**src/rtl/baluga_isa_pkg.sv**
```systemverilog
// Shared ISA definitions for the baluga core: widths, the HALT opcode and
// the fetch-unit state encoding.
package baluga_isa_pkg;

  localparam int ISA_PC_WIDTH    = 8;
  localparam int ISA_INSTR_WIDTH = 9;

  // Opcode 0111, mode 00, function 010 stops the fetch stream.
  localparam logic [ISA_INSTR_WIDTH-1:0] ISA_HALT_INSTR = 9'b0111_00_010;

  typedef enum logic [1:0] {
    ST_IDLE      = 2'd0,
    ST_RUN       = 2'd1,
    ST_HALT_PEND = 2'd2,
    ST_HALTED    = 2'd3
  } fetch_state_t;

endpackage

```
**src/rtl/instruction_fetch.sv**
```systemverilog
// Instruction fetch unit: walks a combinational ROM by program counter and
// hands one instruction at a time to decode through a single-entry output
// register. Supports stalls, branch redirects and a HALT instruction.
//
// Handshake: instr_valid/instr_ready follow strict valid/ready rules. While
// instr_valid is high, instr_out and instr_pc stay stable until a cycle with
// instr_ready high (the transfer). instr_valid never depends on instr_ready
// in the same cycle. A redirect cancels the held instruction: that cycle
// counts as no transfer even if instr_ready is high.
module instruction_fetch
  import baluga_isa_pkg::*;
#(
  parameter int PC_WIDTH    = ISA_PC_WIDTH,
  parameter int INSTR_WIDTH = ISA_INSTR_WIDTH
) (
  input  logic                   clock,
  input  logic                   reset_n,
  input  logic                   start,
  output logic [PC_WIDTH-1:0]    rom_address,
  input  logic [INSTR_WIDTH-1:0] rom_instruction,
  output logic [INSTR_WIDTH-1:0] instr_out,
  output logic [PC_WIDTH-1:0]    instr_pc,
  output logic                   instr_valid,
  input  logic                   instr_ready,
  input  logic                   redirect,
  input  logic [PC_WIDTH-1:0]    redirect_target,
  output logic                   halted,
  output logic [15:0]            fetch_count,
  output fetch_state_t           state_dbg
);

  localparam logic [INSTR_WIDTH-1:0] HALT_WORD = INSTR_WIDTH'(ISA_HALT_INSTR);
  localparam logic [PC_WIDTH-1:0]    PC_ONE    = PC_WIDTH'(1);
  localparam logic [PC_WIDTH-1:0]    PC_ZERO   = '0;

  fetch_state_t           state_q, state_d;
  logic [PC_WIDTH-1:0]    pc_q, pc_d;
  logic [INSTR_WIDTH-1:0] instr_q, instr_d;
  logic [PC_WIDTH-1:0]    instr_pc_q, instr_pc_d;
  logic                   valid_q, valid_d;
  logic                   halted_q, halted_d;
  logic [15:0]            count_q, count_d;

  logic consume;

  // A transfer to decode that is not cancelled by a redirect.
  assign consume = valid_q && instr_ready && !redirect;

  // Next-state and datapath control for the fetch FSM.
  always_comb begin
    state_d    = state_q;
    pc_d       = pc_q;
    instr_d    = instr_q;
    instr_pc_d = instr_pc_q;
    valid_d    = valid_q;
    halted_d   = halted_q;
    count_d    = count_q;

    if (consume && (count_q != 16'hFFFF)) begin
      count_d = count_q + 16'd1;
    end

    case (state_q)
      ST_IDLE, ST_HALTED: begin
        // redirect is deliberately ignored while not fetching
        if (start) begin
          pc_d     = PC_ZERO;
          count_d  = 16'd0;
          halted_d = 1'b0;
          valid_d  = 1'b0;
          state_d  = ST_RUN;
        end
      end

      ST_RUN: begin
        if (redirect) begin
          pc_d    = redirect_target;
          valid_d = 1'b0;
        end else if (!valid_q || instr_ready) begin
          instr_d    = rom_instruction;
          instr_pc_d = pc_q;
          valid_d    = 1'b1;
          // pc freezes on HALT so nothing past it is ever fetched
          if (rom_instruction == HALT_WORD) begin
            state_d = ST_HALT_PEND;
          end else begin
            pc_d = pc_q + PC_ONE;
          end
        end
      end

      ST_HALT_PEND: begin
        if (redirect) begin
          pc_d    = redirect_target;
          valid_d = 1'b0;
          state_d = ST_RUN;
        end else if (instr_ready) begin
          valid_d  = 1'b0;
          halted_d = 1'b1;
          state_d  = ST_HALTED;
        end
      end

      default: begin
        state_d = ST_IDLE;
      end
    endcase
  end

  // State and datapath registers, cleared asynchronously by reset_n.
  always_ff @(posedge clock or negedge reset_n) begin
    if (!reset_n) begin
      state_q    <= ST_IDLE;
      pc_q       <= '0;
      instr_q    <= '0;
      instr_pc_q <= '0;
      valid_q    <= 1'b0;
      halted_q   <= 1'b0;
      count_q    <= 16'd0;
    end else begin
      state_q    <= state_d;
      pc_q       <= pc_d;
      instr_q    <= instr_d;
      instr_pc_q <= instr_pc_d;
      valid_q    <= valid_d;
      halted_q   <= halted_d;
      count_q    <= count_d;
    end
  end

  assign rom_address = pc_q;
  assign instr_out   = instr_q;
  assign instr_pc    = instr_pc_q;
  assign instr_valid = valid_q;
  assign halted      = halted_q;
  assign fetch_count = count_q;
  assign state_dbg   = state_q;

endmodule

```
**config.mk**
```make
export PLATFORM = sky130hd
export DESIGN_NAME = instruction_fetch
export DESIGN_NICKNAME = d
export VERILOG_FILES = /design/src/rtl/baluga_isa_pkg.sv /design/src/rtl/instruction_fetch.sv
export SDC_FILE = /design/constraint.sdc
export NUM_CORES = 1
export LEC_CHECK = 0
export BUFFER_PORTS_ARGS = -buffer_cell sky130_fd_sc_hd__buf_4
export CORE_MARGIN = 4
export CORE_UTILIZATION = 47
export DETAILED_ROUTE_END_ITERATION = 10
export PLACE_DENSITY_LB_ADDON = 0.2
export RECOVER_POWER = 100
export SYNTH_ARGS = -nofsm -noshare
export SYNTH_HDL_FRONTEND = slang
export SYNTH_SLANG_ARGS = --single-unit
```
**constraint.sdc**
```tcl
create_clock -name clock -period 1.75 [get_ports clock]
set_input_delay 0.35 -clock clock [delete_from_list [all_inputs] [get_ports clock]]
set_output_delay 0.35 -clock clock [all_outputs]
set_load 0.005 [all_outputs]
```
==> summary.md, run 1 <==
| Metric | Value |
|---|---|
| Worst Max-Slew Pin Slew | 1.09 ns |
| Final setup violation count | 0 |
| Tot Pwr | 4.20 mW |
| Master cell of the clock root buffer | clkbuf_8 |
| Predominant post-synthesis flop cell | dfrtp_1 |
| Number of clock buffers inserted by TritonCTS | 5 |
| Worst setup EP type | register |
| Detailed-routing iteration count for the pre-antenna-repair pass | 4 |
| Max-slew headroom | 27.5% |
| Number of warnings printed during yosys synthesis | 0 |
| Compound-cell area share of the yosys netlist | 11.1% |
| Result of the run | finished clean |
| Critical path data arrival time | 1.85 ns |
| Port-buffer cells | 66 |
| Crit share post-route | 94.8% |
| Minimum setup slack in the final design | 0.0914 ns |
| Clock transition at the registers of the reported paths | 0.08 ns |
| Average cell area after synthesis | 10.3 sq um |
| Placement-stage worst setup slack | 0.0614 ns |
| Num rows | 25 |
| TritonCTS clock tree | done |
| Total of flip-flops plus latches after synthesis | 45 |
| Post-layout net count | 335 |
| Initial core utilization | 48.8% |
| Number of vias in the routed layout | 1,979 |
| Worst EP required | 1.94 ns |
| Type of element launching the critical path | register |
| Maximum vdd ir drop | 1080 uV |
| Final cell area excluding filler cells | 3130 sq um |
| Highest attainable clock frequency | 603 MHz |
| Total Die Area | 6130 sq um |
| Post-synthesis cell count | 225 |
| Floorplan Core Area | 4750 sq um |
| Biggest area contributors in the synthesized netlist | dfrtp_1, mux2_2, xnor2_1 |
| HPWL reported at the end of detailed placement | 3970 um |
| FFs w/ async S/R, synth | 100% |
| Time the final worst path needs with I/O delays and setup | 1.66 ns |
| Sequential-to-total area share from yosys stat | 48.5% |
| GR Overflow Total | 0 |
| Initial antenna violation count | 0 |
| Setup CP Type | reg -> reg |
| Number of global-route vias before repair | 1,968 |
| Initial DRC count | 76 |
| Wire length per cell after detailed routing | 14.3 um |
| Xor/xnor cell area share of the yosys netlist | 5.28% |
| Antenna diode count | 0 |
| Longest individual stage delay on the worst path | 0.41 ns |
| Pleak | 1.51 nW |
| Pins over their slew limit | 0 |
| Antenna violation net count after detailed routing | 0 |
| Die W | 78.3 um |
| Highest fanout seen on the critical path | 5 |
| Cell area reported after detailed placement | 2980 sq um |
| Area share of the leading cell type in the synthesized netlist | 48.5% |
| Syn-to-layout area delta | 34.9% |
| Number of DRC violations after detailed routing | 0 |
| Multiplexer area fraction after synthesis | 9.16% |
| Basic-gate share of the synthesized area counting and, or, nand and nor cells | 20.5% |
| Buf/Inv on CP | 1 |
| Post-synthesis share of cell area spent on full adders, half adders and majority gates | 2.70% |
| Slowest cell on the critical path | dfrtp_1 |
| Global-route usage over all layers | 18.8% |
| Synth Cell Area | 2320 sq um |
| Maximum clock path buffer count | 2 |
| H-tree depth | 2 |
| Non-filler instance count after layout | 376 |
| Instance count after placement with tap cells included | 364 |
| Final Core Density | 65.9% |
| Cell chain of the critical path | ha_2 > nand4_1 > nor3b_2 > buf_4 > a211oi_1 > xnor2_1 > nor2_1 |
| Global-route wire length before repair | 9030 um |
| GP Congestion | 0.859 |
| Power density over cell area | 1340 nW/um^2 |
| Share of cells above drive strength 1 | 37.5% |
| Clock insertion delay at the later pin of the skew report | 0.29 ns |
| Pin count of the biggest net entering global routing | 46 |
| Vertical extent of the die | 78.3 um |
| Top Family by Delay on Critical Path | flip-flops |
| Largest family of logic cells by synthesized area | simple AND/OR/NAND/NOR gates |
| MaxCap Viol Count | 0 |
| Number of top-level design ports | 67 |
| Total count of hold-check failures in the final report | 0 |
| Post-synth EDFFs | 0 |
| DR vias/cell | 5.26 |
| Clk_skew | 0.00574 ns |
| Synth Net Count | 252 |
| Library cell occupying the most area in the post-synthesis netlist | dfrtp_1 |
| Class of the tightest hold or removal check | in -> async |
| Yosys cell types | 47 |
| Total Wirelength | 5380 um |
| Number of clock sinks | 45 |
-- cells by family after synthesis --
kind of cell / Yosys count
flip-flops: 45
AND/OR/NAND/NOR: 84
AO/OA/AOI/OAI: 43
XOR/XNOR: 14
adder cells (fa/ha/maj): 5
buffers and inverters: 15
multiplexers: 19
-- synthesized netlist by cell type (all sizes together), types with 2 or more instances --
cell	n
dfrtp	45
a31oi	2
and3	4
buf	3
nor3	5
and4	2
mux2	18
nand2	20
ha	5
o21ai	14
xnor2	10
a21oi	13
xor2	4
and2	2
clkbuf	4
nand3	9
a22oi	4
inv	8
o31ai	2
a211oi	4
nor4	2
nor3b	2
nand4	8
nor2	21
-- where the power goes --
part / switching [mW] / total, mW / internal [mW] / leakage (nW)
registers: 0.269 / 1.62 / 1.35 / 0.596
clock network: 0.334 / 0.800 / 0.465 / 0.0585
logic: 0.808 / 1.79 / 0.979 / 0.859
total: 1.41 / 4.20 / 2.79 / 1.51
-- routing by layer --
layer  vias up  global-route usage [%]  share of wire (%)
met1       948                    22.4                 42
met4         0                    6.99                1.5
met3         7                    6.42                6.6
met2        58                    31.4                 50
li1        966                       -                  -
met5         -                       0                  0
-- area by class of cell --
| cell class | instances | area, sq um |
|---|---|---|
| Multi-Input combinational cell | 165 | 1160 |
| Timing Repair Buffer | 83 | 618 |
| Inverter | 8 | 30.0 |
| Clock inverter | 1 | 30.0 |
| Sequential cell | 45 | 1130 |
| Fill cell | 411 | 1620 |
| Clock buffer | 7 | 86.3 |
| Tap cell | 67 | 83.8 |
-- worst reg2reg max path, stage by stage (launching register included) --
cell,delay [ns]
dfrtp_1,0.41
ha_2,0.20
nand4_1,0.19
nor3b_2,0.09
buf_4,0.16
a211oi_1,0.29
xnor2_1,0.15
nor2_1,0.05
-- registers in the layout, indices dropped and copies added (netlist names) --
register / flops
fetch_count: 16
instr_pc: 8
instr_out: 9
rom_address: 8
state_dbg: 2
halted: 1
instr_valid: 1
-- worst paths after layout --
check,start,endpoint,slack (ns),cells past startpoint
worst max-delay path,fetch_count[1],fetch_count[9],0.09,7
worst min-delay path,reset_n,fetch_count[10],0.24,1
worst max register to register,fetch_count[1],fetch_count[9],0.09,7
worst min register to register,instr_pc[6],instr_pc[6],0.51,1
max in group asynchronous,reset_n,fetch_count[6],0.83,1
min in group clock,rom_instruction[1],instr_out[1],0.29,2
-- stage by stage --
| step | hold WS, ns | setup TNS (ns) |
|---|---|---|
| 6_report | 0.239 | 0 |
| 4_1_cts | 0.0556 | 0 |
| 5_1_grt | 0.284 | -0.0452 |
| 3_5_place_dp | 0.386 | 0 |
| 2_1_floorplan | 0.0544 | -0.0216 |
| 3_3_place_gp | 0.388 | 0 |
-- placed cells by master (no fill, tap or decap), drive strengths merged, types with 8 or more instances in the layout --
cell type,n
inv,8
mux2,18
nand2,20
dfrtp,45
buf,47
clkbuf,43
a21oi,13
nor2,21
nand4,8
o21ai,14
nand3,9
xnor2,10
-- repair_timing --
item                                    4_1_cts  5_1_grt
buffers inserted                              0        4
hold endpoints to repair                      0        0
resized for setup                             0        6
hold buffers                                  0        0
endpoints found under the setup margin        0       30
(Power assumes the default switching activity.)
==> inputs of run 2 (changes only) <==
--- a/config.mk
+++ b/config.mk
@@ -5,9 +5,10 @@
 export SDC_FILE = /design/constraint.sdc
 export NUM_CORES = 1
 export LEC_CHECK = 0
+export ABC_AREA = 1
 export BUFFER_PORTS_ARGS = -buffer_cell sky130_fd_sc_hd__buf_4
-export CORE_MARGIN = 4
-export CORE_UTILIZATION = 47
+export CORE_MARGIN = 1
+export CORE_UTILIZATION = 48
 export DETAILED_ROUTE_END_ITERATION = 10
 export PLACE_DENSITY_LB_ADDON = 0.2
 export RECOVER_POWER = 100
==> summary.md, run 2 <==
| Metric | Value |
|---|---|
| Result of the run | finished clean |
| Count of hold buffers inserted by post-cts repair | 0 |
| Pleak | 1.65 nW |
| FFs w/ async S/R, synth | 100% |
| Post-synth top cells | nand2_1, dfrtp_1, inv_1 |
| Total of flip-flops plus latches after synthesis | 45 |
| Clk_skew | 0.00577 ns |
| Pin count of the biggest net entering global routing | 46 |
| Type of element launching the critical path | register |
| Non-filler instance count after layout | 481 |
| Number of flip-flops in the largest register | 16 |
| Number of global-route vias before repair | 2,106 |
| Combined area of the multi-input logic cells | 1250 sq um |
| Clock insertion delay at the later pin of the skew report | 0.30 ns |
| Maximum vdd ir drop | 895 uV |
| TNS Setup | 0 ns |
| Total Wirelength | 5900 um |
| Share of power burned in combinational logic | 43.1% |
| GR Overflow Total | 0 |
| Predominant post-synthesis flop cell | dfrtp_1 |
| Instance count after placement with tap cells included | 470 |
| Master cell of the clock root buffer | clkbuf_8 |
| Sw Ratio | 36.6% |
| Highest-count cells in the layout ignoring fill and taps | nand2_1, dfrtp_1, inv_1, clkbuf_4 |
| Final cell area excluding filler cells | 3310 sq um |
| Initial DRC count | 146 |
| GP Congestion | 0.889 |
| Number of clock buffers inserted by TritonCTS | 5 |
| Pins over their slew limit | 0 |
| Most frequently used cell type in the post-synthesis netlist | nand2_1 |
| Die W | 74.6 um |
| Highest fanout seen on the critical path | 26 |
| Yosys cell types | 30 |
| Port-buffer cells | 66 |
| Minimum setup slack in the final design | 0.105 ns |
| Post-layout net count | 437 |
| Sequential-to-total area share from yosys stat | 44.5% |
| H-tree depth | 2 |
| Area share of the leading cell type in the synthesized netlist | 44.5% |
| Setup CP Type | reg -> reg |
| Time the final worst path needs with I/O delays and setup | 1.64 ns |
| Top Family by Delay on Critical Path | flip-flops |
| Critical path data arrival time | 1.83 ns |
| Number of top-level design ports | 67 |
| MaxCap Viol Count | 0 |
| Library cell occupying the most area in the post-synthesis netlist | dfrtp_1 |
| Cell chain of the critical path | buf_4 > ha_2 > nand2_2 > clkinv_4 > nand2_4 > mux2_2 |
| Initial antenna violation count | 0 |
| Sequential Power Share | 38.3% |
| Worst EP required | 1.94 ns |
| Sequential cell area | 1130 sq um |
| Share of cells above drive strength 1 | 27.0% |
| Synth Net Count | 355 |
| Antenna violation net count after detailed routing | 0 |
| Commonest non-fill, non-tap cell in the layout | nand2_1 |
| Placement-stage worst setup slack | 0.0735 ns |
| Number of clock sinks | 45 |
| Syn-to-layout area delta | 30.8% |
| Slowest cell on the critical path | dfrtp_1 |
| Total count of hold-check failures in the final report | 0 |
| HPWL reported at the end of detailed placement | 4430 um |
| Longest individual stage delay on the worst path | 0.41 ns |
| Initial core utilization | 49.6% |
| Total Die Area | 5570 sq um |
| Global-route usage over all layers | 23.0% |
| Vertical extent of the die | 74.6 um |
| Post-synthesis cell count | 328 |
| Buf/Inv on CP | 2 |
| Average cell area after synthesis | 7.72 sq um |
| Num rows | 26 |
| Antenna diode count | 0 |
| Highest attainable clock frequency | 608 MHz |
| Class of the tightest hold or removal check | in -> async |
| Synth Cell Area | 2530 sq um |
| Fillers | 467 |
| Max-slew headroom | 25.5% |
| Number of warnings printed during yosys synthesis | 0 |
| Global-route wire length before repair | 9780 um |
| Number of vias in the routed layout | 2,429 |
| Crit share post-route | 94.0% |
| TritonCTS clock tree | done |
| Power density over cell area | 1280 nW/um^2 |
| Post-synth EDFFs | 0 |
| Tightest hold margin | 0.252 ns |
| DR vias/cell | 5.05 |
| Wire length per cell after detailed routing | 12.3 um |
| Design internal power | 2.68 mW |
| Maximum clock path buffer count | 2 |
| Worst Max-Slew Pin Slew | 1.12 ns |
| Net switching component of the power | 1.55 mW |
| Floorplan Core Area | 5110 sq um |
| Final setup violation count | 0 |
| Detailed-routing iteration count for the pre-antenna-repair pass | 4 |
| Cell area reported after detailed placement | 3170 sq um |
| Clock transition at the registers of the reported paths | 0.08 ns |
| Biggest area contributors in the synthesized netlist | dfrtp_1, nand2_1, inv_1 |
| Fraction of power consumed by the clock network | 18.7% |
| Number of DRC violations after detailed routing | 0 |
| Worst setup EP type | register |
==> run 2: changes by cell type in the layout (fill, tap and decap cells not counted), moves of 8 or more <==
cell / before / now
o21ai_0: 12 / 24
nor2_1: 20 / 34
nand2_1: 20 / 102
buf_4: 46 / 34
xnor2_1: 10 / 2
inv_1: 8 / 37
mux2_2: 18 / 8
==> run 2: timing repair <==
action	CTS	global route
setup buffers	0	3
gates resized for setup	0	10
endpoints found under the setup margin	0	30
==> run 2: final timing paths <==
kind,from,to,slack (ns),depth (start not counted)
min in group clock,start,fetch_count[5],0.26,2
max in group asynchronous,reset_n,rom_address[3],0.82,1
worst max-delay path,state_dbg[0],instr_out[3],0.11,6
worst max register to register,state_dbg[0],instr_out[3],0.11,6
worst min-delay path,reset_n,fetch_count[13],0.25,1
worst min register to register,instr_out[7],instr_out[7],0.49,2
==> run 2: routing by layer <==
layer	wire [um]	track usage, %	vias to the layer above	share of wire, %
li1	-	-	1210	-
met1	2790	33.3	1155	47
met2	2790	35.2	58	47
met3	275	4.69	6	4.7
met4	46	6.08	0	0.78
met5	0	0	-	0
==> run 2: area by class of cell <==
class / instances / share of cell area [%]
inverter: 40 / 4.69
clock inverter: 3 / 1.40
timing repair buffer: 80 / 17.5
tap: 70 / 2.65
clock buffer: 5 / 2.08
multi-input combinational: 238 / 37.6
sequential: 45 / 34.0
==> run 2: cells by family (layout without fill, tap and decap cells) <==
logic type,Yosys count,after routing,share of synthesized area (%)
buffers and inverters,45,128,7.42
DFF,45,45,44.5
muxes,8,8,3.56
AOI/OAI and AO/OA,43,43,9.79
xor gates and xnor gates,4,4,1.38
adders and majority gates,5,5,2.47
and+or+nand+nor,178,178,30.9
==> run 2: per-stage QoR <==
| step | utilization [%] | power [mW] |
|---|---|---|
| finish | 64.8 | 4.23 |
| global route | 64.8 | 4.62 |
| CTS | 64.4 | 4.26 |
| detailed placement | 62.1 | 3.46 |
| global placement | 62.1 | 3.41 |
| floorplan | - | 2.55 |
==> run 2: power groups by stage <==
stage	Combinational [mW]	Clock [mW]	Sequential [mW]
after floorplan	0.915	0	1.63
after global placement	1.78	0	1.63
after detailed placement	1.82	0	1.64
after CTS	1.82	0.819	1.62
after global routing	2.11	0.846	1.67
final	1.82	0.790	1.62
==> inputs of run 3 (changes only) <==
--- a/config.mk
+++ b/config.mk
@@ -5,10 +5,9 @@
 export SDC_FILE = /design/constraint.sdc
 export NUM_CORES = 1
 export LEC_CHECK = 0
-export ABC_AREA = 1
 export BUFFER_PORTS_ARGS = -buffer_cell sky130_fd_sc_hd__buf_4
 export CORE_MARGIN = 1
-export CORE_UTILIZATION = 48
+export CORE_UTILIZATION = 47
 export DETAILED_ROUTE_END_ITERATION = 10
 export PLACE_DENSITY_LB_ADDON = 0.2
 export RECOVER_POWER = 100
==> summary.md, run 3 (same netlist as run 1, synthesis figures left out) <==
| Metric | Value |
|---|---|
| Clock insertion delay at the later pin of the skew report | 0.29 ns |
| Result of the run | finished clean |
| Floorplan Core Area | 4720 sq um |
| Critical path data arrival time | 1.87 ns |
| Highest attainable clock frequency | 591 MHz |
| Initial antenna violation count | 0 |
| Non-filler instance count after layout | 375 |
| Slowest cell on the critical path | dfrtp_2 |
| Global-route usage over all layers | 21.4% |
| Pleak | 1.51 nW |
| Number of flip-flops in the largest register | 16 |
| TNS Setup | 0 ns |
| Cell area reported after detailed placement | 2970 sq um |
| Total count of hold-check failures in the final report | 0 |
| Commonest non-fill, non-tap cell in the layout | dfrtp_1 |
| Initial DRC count | 123 |
| Antenna diode count | 0 |
| DR vias/cell | 5.36 |
| Total Wirelength | 5150 um |
| Post-layout net count | 334 |
| Port-buffer cells | 66 |
| Longest individual stage delay on the worst path | 0.43 ns |
| HPWL reported at the end of detailed placement | 3720 um |
| Global-route wire length before repair | 8670 um |
| Class of the tightest hold or removal check | in -> async |
| Number of clock buffers inserted by TritonCTS | 5 |
| Worst EP required | 1.93 ns |
| Max-slew headroom | 27.7% |
| Share of cells above drive strength 1 | 39.0% |
| Master cell of the clock root buffer | clkbuf_8 |
| Worst Max-Slew Pin Slew | 1.08 ns |
| Detailed-routing iteration count for the pre-antenna-repair pass | 4 |
| H-tree depth | 2 |
| Maximum vdd ir drop | 878 uV |
| Vertical extent of the die | 72.3 um |
| Total Die Area | 5220 sq um |
| MaxCap Viol Count | 0 |
| Antenna violation net count after detailed routing | 0 |
| TritonCTS clock tree | done |
| Crit share post-route | 96.7% |
| Initial core utilization | 49.1% |
| Num rows | 25 |
| Wire length per cell after detailed routing | 13.7 um |
| Power density over cell area | 1320 nW/um^2 |
| GP Congestion | 0.830 |
| GR Overflow Total | 0 |
| Highest fanout seen on the critical path | 5 |
| Number of clock sinks | 45 |
| Final cell area excluding filler cells | 3130 sq um |
| Time the final worst path needs with I/O delays and setup | 1.69 ns |
| Die W | 72.3 um |
| Type of element launching the critical path | register |
| Number of top-level design ports | 67 |
| Placement-stage worst setup slack | 0.0513 ns |
| Buf/Inv on CP | 1 |
| Highest-count cells in the layout ignoring fill and taps | dfrtp_1, clkbuf_4, buf_4, nand2_1, nor2_1 |
| Clock transition at the registers of the reported paths | 0.09 ns |
| Pin count of the biggest net entering global routing | 46 |
| Pins over their slew limit | 0 |
| Clk_skew | 0.00630 ns |
| Minimum setup slack in the final design | 0.0575 ns |
| Count of hold buffers inserted by post-cts repair | 0 |
| Final Core Density | 66.3% |
| Top Family by Delay on Critical Path | flip-flops |
| Setup CP Type | reg -> reg |
| Final setup violation count | 0 |
| Number of vias in the routed layout | 2,009 |
| Worst setup EP type | register |
| Cell chain of the critical path | ha_1 > nand4_1 > nor3b_2 > buf_4 > a211oi_1 > xnor2_1 > nor2_1 |
| Number of global-route vias before repair | 1,932 |
| Number of DRC violations after detailed routing | 0 |
| Instance count after placement with tap cells included | 363 |
| Maximum clock path buffer count | 2 |
| Syn-to-layout area delta | 34.9% |
==> run 3: where the power goes <==
part / internal [mW] / switching [mW]
registers: 1.35 / 0.277
clock network: 0.357 / 0.346
logic: 1.00 / 0.803
total: 2.71 / 1.43
==> run 3: timing repair <==
item | in CTS | in global routing
setup buffers | 0 | 4
endpoints found under the hold margin | 0 | 0
gates resized for setup | 0 | 12
setup endpoints to repair | 0 | 28
==> run 3: area by class of cell <==
cell class	count	area, sq um
sequential	45	1130
timing repair buffer	82	618
tap	67	83.8
multi-input combinational	165	1170
fill	400	1590
inverter	8	30.0
clock inverter	1	5.00
clock buffer	7	96.3
==> run 3: metal layers <==
layer / wire length (um) / track usage (%) / vias to the layer above
met5: 0 / 0 / -
met2: 2540 / 35.0 / 63
li1: - / - / 968
met3: 279 / 5.14 / 5
met1: 2270 / 27.3 / 973
met4: 55 / 8.50 / 0
==> run 3: final timing paths <==
path                                     from  slack (ns)  depth (start not counted)         endpoint
min in group clock         rom_instruction[1]        0.29                          2     instr_out[1]
hold reg to reg                  instr_out[3]        0.51                          1     instr_out[3]
setup reg to reg               fetch_count[1]        0.06                          7   fetch_count[7]
hold / removal                        reset_n        0.24                          1  fetch_count[10]
max in group asynchronous             reset_n        0.78                          1   fetch_count[1]
setup / recovery               fetch_count[1]        0.06                          7   fetch_count[7]
==> run 3: stage by stage <==
step	hold WS [ns]	total power, mW
5_1_grt	0.280	4.42
3_3_place_gp	0.390	3.34
2_1_floorplan	0.0544	2.52
6_report	0.238	4.14
3_5_place_dp	0.384	3.37
4_1_cts	0.0610	4.08
==> run 3: worst reg2reg max path, stage by stage, from the launching register on <==
cell	delay, ns
dfrtp_2	0.43
ha_1	0.22
nand4_1	0.22
nor3b_2	0.08
buf_4	0.16
a211oi_1	0.27
xnor2_1	0.15
nor2_1	0.05
